## config.mk

```make
export PLATFORM = sky130hd
export DESIGN_NAME = ping_pong_monitor
export DESIGN_NICKNAME = d
export VERILOG_FILES = /design/src/rtl/ping_pong_monitor.sv
export SDC_FILE = /design/constraint.sdc
export NUM_CORES = 1
export LEC_CHECK = 0
export CELL_PAD_IN_SITES_DETAIL_PLACEMENT = 2
export CELL_PAD_IN_SITES_GLOBAL_PLACEMENT = 2
export CORE_MARGIN = 4
export CORE_UTILIZATION = 29
export DETAILED_ROUTE_END_ITERATION = 10
export PLACE_DENSITY_LB_ADDON = 0.08
export SYNTH_ARGS = -nofsm -noshare
export SYNTH_HDL_FRONTEND = slang
export SYNTH_SLANG_ARGS = --single-unit
```

## constraint.sdc

```tcl
create_clock -name clk -period 2.65 [get_ports clk]
set_input_delay 0.53 -clock clk [delete_from_list [all_inputs] [get_ports clk]]
set_output_delay 0.53 -clock clk [all_outputs]
set_load 0.005 [all_outputs]
```

## src/rtl/ping_pong_monitor.sv

```systemverilog
// ping_pong_monitor
//   Passive checker for a ping-pong counter stream. It keeps one reference
//   sample (pv, pd) and classifies each valid sample as hold, step, bounce
//   or flip. It counts bounces with saturation and latches the first
//   protocol violation as a sticky error code.
//
// Ports
//   clk, rst_n        clock, synchronous active-low reset
//   valid             sample strobe
//   max, min          bounds of the observed counter (WIDTH bits)
//   value, direction  observed sample (direction: 0 up, 1 down)
//   step_evt          pulse: legal step, direction unchanged
//   bounce_max        pulse: legal turn-around at max
//   bounce_min        pulse: legal turn-around at min
//   flip_evt          pulse: legal mid-range reversal
//   bounce_cnt        saturating count of bounces (CNT_W bits)
//   locked            high while tracking
//   err, err_code     sticky error flag, code (1 range, 2 step, 3 turn)
module ping_pong_monitor #(
  parameter int WIDTH = 4,
  parameter int CNT_W = 8
) (
  input  logic             clk,
  input  logic             rst_n,
  input  logic             valid,
  input  logic [WIDTH-1:0] max,
  input  logic [WIDTH-1:0] min,
  input  logic [WIDTH-1:0] value,
  input  logic             direction,
  output logic             step_evt,
  output logic             bounce_max,
  output logic             bounce_min,
  output logic             flip_evt,
  output logic [CNT_W-1:0] bounce_cnt,
  output logic             locked,
  output logic             err,
  output logic [1:0]       err_code
);

  typedef enum logic [1:0] {IDLE, TRACK, ERROR} state_t;

  typedef enum logic [2:0] {
    C_HOLD, C_STEP, C_BMAX, C_BMIN, C_FLIP, C_ERANGE, C_ESTEP, C_ETURN
  } class_t;

  state_t           state;
  logic [WIDTH-1:0] pv;
  logic             pd;

  // Everything is compared one bit wider so that max+1 / 0-1 never wrap
  // back into the legal range.
  logic [WIDTH:0] v_x, max_x, min_x, pv_x;
  logic [WIDTH:0] pv_inc, pv_dec, max_dec, min_inc;
  logic           cfg_ok, in_range, same_dir, step_new;
  class_t         cls;

  always_comb begin
    v_x      = {1'b0, value};
    max_x    = {1'b0, max};
    min_x    = {1'b0, min};
    pv_x     = {1'b0, pv};
    pv_inc   = pv_x + (WIDTH+1)'(1);
    pv_dec   = pv_x - (WIDTH+1)'(1);
    max_dec  = max_x - (WIDTH+1)'(1);
    min_inc  = min_x + (WIDTH+1)'(1);
    cfg_ok   = max_x > min_x;
    in_range = (v_x <= max_x) && (v_x >= min_x);
    same_dir = direction == pd;
    // One step from pv in the direction of the new sample.
    step_new = direction ? (v_x == pv_dec) : (v_x == pv_inc);

    cls = C_ETURN;
    if (!in_range)
      cls = C_ERANGE;
    else if (same_dir && v_x == pv_x)
      cls = C_HOLD;
    else if (same_dir && step_new)
      cls = C_STEP;
    else if (!same_dir && pv_x == max_x && direction && v_x == max_dec)
      cls = C_BMAX;
    else if (!same_dir && pv_x == min_x && !direction && v_x == min_inc)
      cls = C_BMIN;
    else if (!same_dir && pv_x > min_x && pv_x < max_x && step_new)
      cls = C_FLIP;
    else if (same_dir)
      cls = C_ESTEP;
    else
      cls = C_ETURN;
  end

  always_ff @(posedge clk) begin
    if (!rst_n) begin
      state      <= IDLE;
      pv         <= '0;
      pd         <= 1'b0;
      step_evt   <= 1'b0;
      bounce_max <= 1'b0;
      bounce_min <= 1'b0;
      flip_evt   <= 1'b0;
      bounce_cnt <= '0;
      locked     <= 1'b0;
      err        <= 1'b0;
      err_code   <= 2'd0;
    end else begin
      step_evt   <= 1'b0;
      bounce_max <= 1'b0;
      bounce_min <= 1'b0;
      flip_evt   <= 1'b0;
      if (valid) begin
        case (state)
          IDLE: begin
            if (cfg_ok) begin
              if (!in_range) begin
                state    <= ERROR;
                err      <= 1'b1;
                err_code <= 2'd1;
              end else begin
                pv     <= value;
                pd     <= direction;
                state  <= TRACK;
                locked <= 1'b1;
              end
            end
          end
          TRACK: begin
            if (!cfg_ok) begin
              state  <= IDLE;
              locked <= 1'b0;
            end else if (cls == C_ERANGE || cls == C_ESTEP || cls == C_ETURN) begin
              state  <= ERROR;
              locked <= 1'b0;
              err    <= 1'b1;
              case (cls)
                C_ERANGE: err_code <= 2'd1;
                C_ESTEP:  err_code <= 2'd2;
                default:  err_code <= 2'd3;
              endcase
            end else begin
              pv <= value;
              pd <= direction;
              case (cls)
                C_STEP: step_evt   <= 1'b1;
                C_BMAX: bounce_max <= 1'b1;
                C_BMIN: bounce_min <= 1'b1;
                C_FLIP: flip_evt   <= 1'b1;
                default: ;
              endcase
              if ((cls == C_BMAX || cls == C_BMIN) && bounce_cnt != '1)
                bounce_cnt <= bounce_cnt + CNT_W'(1);
            end
          end
          ERROR: ;
          default: state <= IDLE;
        endcase
      end
    end
  end

endmodule
```

---- Yosys cells after proc, flatten, opt, wreduce, memory -nomap -nowiden ----
Index checks and enable logic that the tools add are counted.
Widths: inputs -> output; s select.
operators by class
  $add $sub $neg .......................... 5
  order comparisons ....................... 5
  equality and inequality tests ........... 25
  multiplexer cells ....................... 43
  bitwise gates (word level) .............. 6
  reductions and logical operators ........ 26
operator list
  cell                 number
  $eq 4x5->1           4
  $mux 1               18
  $mux 2               9
  $mux 4               4
  $mux 3               5
  $logic_and 1x1->1    13
  $eq 3x3->1 const B   4
  $eq 4x4->1           3
  $ne 2x2->1 const B   6
  $reduce_and 6->1     2
  $add 4x1->5 const B  2
  $reduce_and 5->1     2
  $sub 4x1->5 const B  2
  $add 8x1->8 const B  1
  $gt 4x4->1           2
  $ne 8x8->1 const B   1
  $pmux 2 s2           2
  $pmux 4 s2           1
  $eq 3x2->1 const B   2
  $not 1->1            6
  $pmux 1 s2           3
  $pmux 2 s3           1
  $reduce_or 5->1      1
  $ge 4x4->1           1
  other kinds (12)     15
word-level totals
  bits in registers ....................... 23
  input port bits ......................... 16
  output and inout port bits .............. 16
  word-level logic and storage cells ...... 121

---- Depth between registers and ports, before layout ----
Gate-level depths: netlist of the first run.
  depth after elaboration ................. 17
  depth in mapped cells ................... 10
  gate-level depth less buffers ........... 9

---- Worst setup path before layout of the first run ----
Ideal clock, no wire load.
  path kind ............................... input-to-reg
  from .................................... input direction
  to ...................................... register locked
  setup time .............................. 118 ps
  data arrival time ....................... 2378 ps
  data required time ...................... 2532 ps
  setup slack ............................. 154 ps
  stages .................................. 8
  cells stage by stage .................... fa_1 -> a21o_1 -> a21oi_1 -> xnor2_1 -> or4_1 -> nand3b_1 -> a21boi_0 -> o2111a_1
on the way
  cells in the longest elaborated chain, start to end .. 16
ends and longest elaborated chain
  what                                   RTL line    RTL
  start: declaration                     29          input logic direction,
  $eq 1x1->1                             68          same_dir = direction == pd;
  $logic_not 1->1                        79, 81, 83
  $logic_and 1x1->1 (3 in a row)         83          else if (!same_dir && pv_x > min_x && pv_x < max_x && step_new)
  $mux 2                                 83
  $mux 3                                 81          else if (!same_dir && pv_x == min_x && !direction && v_x == min_inc)
  $mux 3                                 79          else if (!same_dir && pv_x == max_x && direction && v_x == max_dec)
  $mux 3                                 77          else if (same_dir && step_new)
  $mux 3 (*)                             75          else if (same_dir && v_x == pv_x)
  $mux 3 (*)                             73          if (!in_range)
  $eq 3x3->1                             129         end else if (cls == C_ERANGE || cls == C_ESTEP || cls == C_ETURN) begin
  $logic_or 1x1->1                       129
  $logic_or 1x1->1 (*)                   129
  $ne 3x3->1 (no source line) (*)        --
  $reduce_and 5->1 (no source line) (*)  --
  end signal: assignment                 121         locked <= 1'b1;
  end signal: assignment                 128         locked <= 1'b0;
  end signal: assignment                 131         locked <= 1'b0;
  end: declaration                       35          output logic locked,
Every way passes the cells marked *; elsewhere a longest branch is shown, timed or not.
A chain may end at the register's enable or synchronous reset.

---- Final worst setup path of the first run ----
  from .................................... input value[2]
  to ...................................... register err_code[1]
on the way
  cells in the longest elaborated chain, start to end .. 14
ends and longest elaborated chain
  what                                                   RTL line  RTL
  start: declaration                                     28        input logic [WIDTH-1:0] value,
  $eq 4x5->1                                             70        step_new = direction ? (v_x == pv_dec) : (v_x == pv_inc);
  $mux 1                                                 70
  $logic_and 1x1->1                                      83
  $mux 2                                                 83
  $mux 3                                                 81
  $mux 3                                                 79
  $mux 3                                                 77
  $mux 3                                                 75
  $mux 3                                                 73
  $eq 3x3->1                                             129, 133
  $pmux 2 s2 / $logic_or 1x1->1 (equally long branches)  133, 129
  $mux 2 / $logic_or 1x1->1 (equally long branches)      129
  $mux 2 / $ne 2x2->1 (equally long branches)            --
  $pmux 2 s2 / $reduce_and 6->1 (equally long branches)  --
  end signal: assignment                                 134       C_ERANGE: err_code <= 2'd1;
  end signal: assignment                                 135       C_ESTEP: err_code <= 2'd2;
  end signal: assignment                                 136       default: err_code <= 2'd3;
  end: declaration                                       37        output logic [1:0] err_code
Parallel ways exist; a longest one is shown, timed or not. The select of a mux whose other input is x is not followed.

==> results of run 1 <==
==> logic make-up (layout without fill, tap and decap cells) <==
| kind of cell | after synthesis | after routing | share of synthesized area |
|---|---|---|---|
| adder cells (fa/ha/maj) | 27 | 27 | 0.172 |
| flip-flops | 23 | 23 | 0.230 |
| AND/OR/NAND/NOR | 78 | 78 | 0.223 |
| multiplexers | 5 | 5 | 0.0250 |
| XOR/XNOR | 24 | 24 | 0.109 |
| AO/OA/AOI/OAI | 51 | 51 | 0.196 |
| buffers and inverters | 21 | 110 | 0.0455 |
==> critical path, stage by stage <==
cell and delay (ps):
clkdlybuf4s50_1 480, buf_4 190, xnor2_1 280, nor4_4 80, buf_4 140, a41o_4 270, buf_4 150, o31a_2 360
o21ai_0 200, a21boi_0 110
==> cells in the final DEF, fill, tap and decap left out, types with 2 or more instances in the layout <==
master and n:
a21boi_0 6, a21o_1 2, a21oi_1 5, a21oi_2 4, and2_1 3, and4_1 3, buf_12 2, buf_4 61
clkbuf_2 6, clkbuf_8 3, clkdlybuf4s50_1 19, dfxtp_1 19, dfxtp_4 3, dlymetal6s2s_1 4, ha_1 15, ha_4 11
inv_1 5, inv_2 7, mux2i_1 5, nand2_1 19, nand3_1 7, nand4_1 6, nor2_1 8, nor2_2 2
nor2b_1 4, o211ai_1 3, o21a_1 4, o21ai_0 11, or3_1 5, xnor2_1 12, xnor2_2 3, xor2_1 8
==> metrics by stage <==
stage / setup WS, ps / TNS [ps] / power, uW
6_report: 31.3 / 0 / 968
5_1_grt: -56.6 / -218 / 1030
4_1_cts: 0.150 / 0 / 935
3_5_place_dp: -698 / -12830 / 683
3_3_place_gp: -665 / -12020 / 673
2_1_floorplan: 154 / 0 / 526
==> routing by layer <==
| metal | vias up | GRT usage | wire length [um] |
|---|---|---|---|
| met5 | - | 0 | 0 |
| met4 | 0 | 0.0188 | 98 |
| met3 | 8 | 0.0257 | 172 |
| met2 | 36 | 0.296 | 4150 |
| met1 | 1036 | 0.235 | 3630 |
| li1 | 1007 | - | - |
==> worst paths after layout <==
path                                         start                        to  slack [ps]  depth (start not counted)
worst min register to register    err$_SDFFE_PN0P_          err$_SDFFE_PN0P_         470                          1
worst min-delay path              err$_SDFFE_PN0P_          err$_SDFFE_PN0P_         470                          1
worst max register to register  pv[0]$_SDFFE_PN0P_       locked$_SDFFE_PN0P_          80                          9
worst max-delay path                      value[2]  err_code[1]$_SDFFE_PN0P_          30                         10
==> power breakdown <==
part	total, uW	switching (uW)	leakage, uW	internal, uW
Sequential	363	10.7	0.000189	352
Combinational	380	188	0.00110	192
Clock	225	118	0.0000228	108
==> registers in the layout (all words and copies together) (netlist names) <==
register    cells
pd              1
bounce_max      1
bounce_min      1
bounce_cnt      8
err_code        2
state           2
pv              4
err             1
locked          1
flip_evt        1
step_evt        1
==> layout make-up <==
cell class                      count  share of cell area
Sequential cell                    23               0.149
Multi-Input combinational cell    185               0.545
Tap cell                           80              0.0315
Inverter                           12              0.0142
Timing Repair Buffer               94               0.247
Clock buffer                        4              0.0142
==> timing repair <==
item                       CTS  global route
gates resized for setup     34            48
pin swaps                   20            20
setup endpoints to repair   23            18
setup buffers                6             6
==> run metrics, run 1 <==
Worst Hold Class=reg -> reg; number of global-route vias before repair=2194; IO Pins=32; GRT Total Usage=0.172; Num CTS Buffers=3; multi-input combinational cell area=1730 um^2; Cells after Synth=229; Initial Util=0.297; area leader, netlist=dfxtp_1; Core Area=6760 um^2; largest net degree at the start of global routing=18; Die X-Extent=91.2 um; Clock transition at path regs=90 ps; Final Hold Fails=0; Final Util=0.471; Mapped Avg Cell Area=8.76 um^2; H-tree Lvls=1; Critical Setup Path Class=in -> reg; Routed Antenna Nets=0; Lkg Pwr=0.00131 uW; Pre-antenna DRT Iters=4; Main synth FF type=dfxtp_1; register area=473 um^2; Tcrit/Tclk final=0.988; Clock Tree Root=clkbuf_8; peak supply drop=0.177 mV; Setup Skew=5.09 ps; Final Hold Slack=475 ps; Max Clk Rate=382 MHz; Vias/cell=5.24; Synth Register Bits=23; die area=8310 um^2; DRC Markers=0; fin area=3180 um^2; Port Buffer Count=31; floorplan row count=30; Worst EP arrival=2780 ps; Max-cap violations=0; commonest cells in the netlist=26 x ha_1, 23 x dfxtp_1, 20 x nand2_1; synth top area cells=dfxtp_1 23%, ha_1 16%, xnor2_1 6.1%; Congestion Overflow GR=0; final setup vio count=0; clock sink count=23; run status=finished, final reports clean; routed wire length=8.05 mm; first-pass GRT wire length=11.5 mm; Mapped Area=2010 um^2; 1st-iter DRT viols=98; RSZ-0062 raised after global routing=yes; height of the die=91.2 um; Startpoint Class=input pin; area grow syn2layout=58.6%; Clk Latency, worst-skew pair=270 ps; relative slew slack=0.760; HPWL Detailed=5.62 mm; most frequent cell after synthesis=ha_1; Inst Count DP=382; worst path required time=2810 ps; layout cells sized above 1=0.409; Clock Tree Buf Depth=2; Synth top area share=0.230; Layout Nets=362; Placer Congestion=0.757; DP Area=2780 um^2; Crit. End Element=flop; fin cells=398; Post-CTS Hold Buffers=0; worst slew pin tran=359 ps; crit-path max FO=4; final slew viol count=0; Post-synth EDFFs=0; CTS tree=built; Post-synth ARST share=0; n_diodes=0; crit path time final=2620 ps; antenna violations before repair=0; Power per Cell Area=304 nW/um^2; vias=2087; syn nets=272; post-synthesis sequential area ratio=0.230; filler cell count=728; library cells used by synthesis=56; routed len/inst=20.2 um; yosys warns=0
No activity file was read; power rests on OpenSTA's default activity.
==> inputs of run 2 (changes only) <==
ABC_AREA = 1   (was default)
CORE_UTILIZATION = 26   (was 29)
==> run metrics, run 2 <==
run status=finished, final reports clean; commonest cells in the netlist=102 x nand2_1, 58 x inv_1, 46 x nor2_1; Port Buffer Count=31; Clock Tree Buf Depth=2; die area=10200 um^2; DRC Markers=0; Power per Cell Area=344 nW/um^2; Reg with most FFs=bounce_cnt; crit-path max cell delay=610 ps; Post-synth EDFFs=0; Setup Skew=8.81 ps; Routed Antenna Nets=0; Post-synth ARST share=0; peak supply drop=0.148 mV; syn nets=409; clock sink count=23; Clock Tree Root=clkbuf_8; Final Hold Fails=0; register area=468 um^2; height of the die=101 um; filler cell count=1027; area grow syn2layout=49.5%; layout cells sized above 1=0.283; Critical Setup Path Class=in -> reg; fin worst setup slack=122 ps; n_diodes=0; cells along the critical path=buf_6 > fa_2 > xor2_1 > nor2_1 > nand3_2 > nor2_4 > nand2_2 > buf_4 > nand4_1 > nor2_1 > nand4_1 > o21ai_0 > nor2_1; vias=2602; Post-CTS Hold Buffers=0; Largest regs=bounce_cnt (8), pv (4); first-pass GRT wire length=13.4 mm; library cells used by synthesis=28; Cells after Synth=366; synth top area cells=dfxtp_1 21%, nand2_1 17%, ha_1 15%; Main synth FF type=dfxtp_1; Crit path top cell by count=nor2_1; number of global-route vias before repair=2832; area leader, netlist=dfxtp_1; Max-cap violations=0; worst slew pin tran=341 ps; Mapped Avg Cell Area=6.11 um^2; Startpoint Class=input pin; multi-input combinational cell area=1740 um^2; routed wire length=8.14 mm; R2R depth=12; post-synthesis sequential area ratio=0.206; yosys warns=0; Worst EP arrival=2690 ps; Mapped Area=2240 um^2; most frequent cells in the layout=94 x nand2_1, 53 x buf_4, 49 x inv_1; Placer Congestion=0.796; crit path time final=2530 ps; pre-CTS setup slack=-616 ps; Lkg Pwr=0.00170 uW; final setup vio count=0; 1st-iter DRT viols=60; Initial Util=0.270; Max Clk Rate=396 MHz; crit-path max FO=4; relative slew slack=0.772; Synth Register Bits=23; Layout Nets=497; routed len/inst=14.6 um; Pre-antenna DRT Iters=4; Core Area=8300 um^2; GRT Total Usage=0.165; floorplan row count=33; Die X-Extent=101 um; critical-path cell with the highest stage delay=fa_2; Congestion Overflow GR=0; IO Pins=32; final slew viol count=0; max reg flops=8; antenna violations before repair=0; worst path required time=2820 ps; Worst Hold Class=reg -> reg; Clk Latency, worst-skew pair=270 ps; H-tree Lvls=1; Num CTS Buffers=3; largest net degree at the start of global routing=16; HPWL Detailed=6.82 mm; hold depth=2; Crit. End Element=flop; most frequent cell after synthesis=nand2_1; Clock transition at path regs=90 ps; Vias/cell=4.66; Tcrit/Tclk final=0.954; TNS Setup=0 ps; commonest non-fill, non-tap cell in the layout=nand2_1; Synth top area share=0.206; CTS tree=built
==> run 2: cell count changes after synthesis, moves of 7 or more <==
cell	delta
nor2_1	+35
nand2_1	+82
a21boi_0	-7
nand3_1	+24
a21oi_1	+7
inv_1	+46
xnor2_1	-10
==> run 2: path summary, 6_finish.rpt <==
path	from	to	slack, ps
max	direction	bounce_cnt[4]$_SDFFE_PN0P_	120
min	err$_SDFFE_PN0P_	err$_SDFFE_PN0P_	470
max reg2reg	pv[0]$_SDFFE_PN0P_	bounce_cnt[4]$_SDFFE_PN0P_	140
min reg2reg	err$_SDFFE_PN0P_	err$_SDFFE_PN0P_	470
==> run 2: cells by family (layout without fill, tap and decap cells) <==
| kind of cell | after synthesis | after routing | share of synthesized area |
|---|---|---|---|
| fa+ha+maj | 27 | 27 | 0.154 |
| xor+xnor | 10 | 10 | 0.0391 |
| flops | 23 | 23 | 0.206 |
| simple gates | 208 | 208 | 0.407 |
| compound gates | 34 | 34 | 0.0817 |
| buf+inv | 64 | 151 | 0.112 |
==> run 2: repair_timing <==
action                     CTS  global route
setup endpoints to repair   23            23
pin swaps                    9            32
cloned                       0             0
gates resized for setup     36            57
buffers inserted             4             5
==> run 2: routing by layer <==
layer / global-route usage / part of all wire / wire (um) / vias to the layer above
li1: - / - / - / 1331
met1: 0.221 / 0.48 / 3890 / 1238
met2: 0.290 / 0.49 / 3970 / 31
met3: 0.0242 / 0.033 / 269 / 2
met4: 0.0124 / 0.0017 / 14 / 0
met5: 0 / 0 / 0 / -
==> run 2: through the flow <==
stage / cells / area (um^2) / hold slack, ps / total power [uW] / utilization
detailed placement: 545 / 3020 / 460 / 875 / 0.364
CTS: 553 / 3160 / 475 / 1120 / 0.381
floorplan: 366 / 2240 / 456 / 660 / -
global placement: 545 / 3020 / 451 / 855 / 0.364
global route: 558 / 3340 / 498 / 1250 / 0.403
finish: 558 / 3340 / 469 / 1150 / 0.403
==> run 2: cell type report <==
class / instances / share of cell area
clock buffer: 4 / 0.0135
inverter: 60 / 0.0688
multi-input combinational: 279 / 0.521
sequential: 23 / 0.140
tap: 105 / 0.0393
timing repair buffer: 87 / 0.217
==> run 2: critical path, delay by kind of cell <==
family / cells / cell delay [ps]
buffers and inverters: 2 / 220
adders and majority gates: 1 / 610
and+or+nand+nor: 8 / 980
xor gates and xnor gates: 1 / 160
AOI/OAI and AO/OA: 1 / 200
==> run 2: power breakdown <==
part	switching, uW	total, uW	internal, uW
Clock	115	222	107
Combinational	295	539	243
Sequential	21.9	389	367
Total	432	1150	718
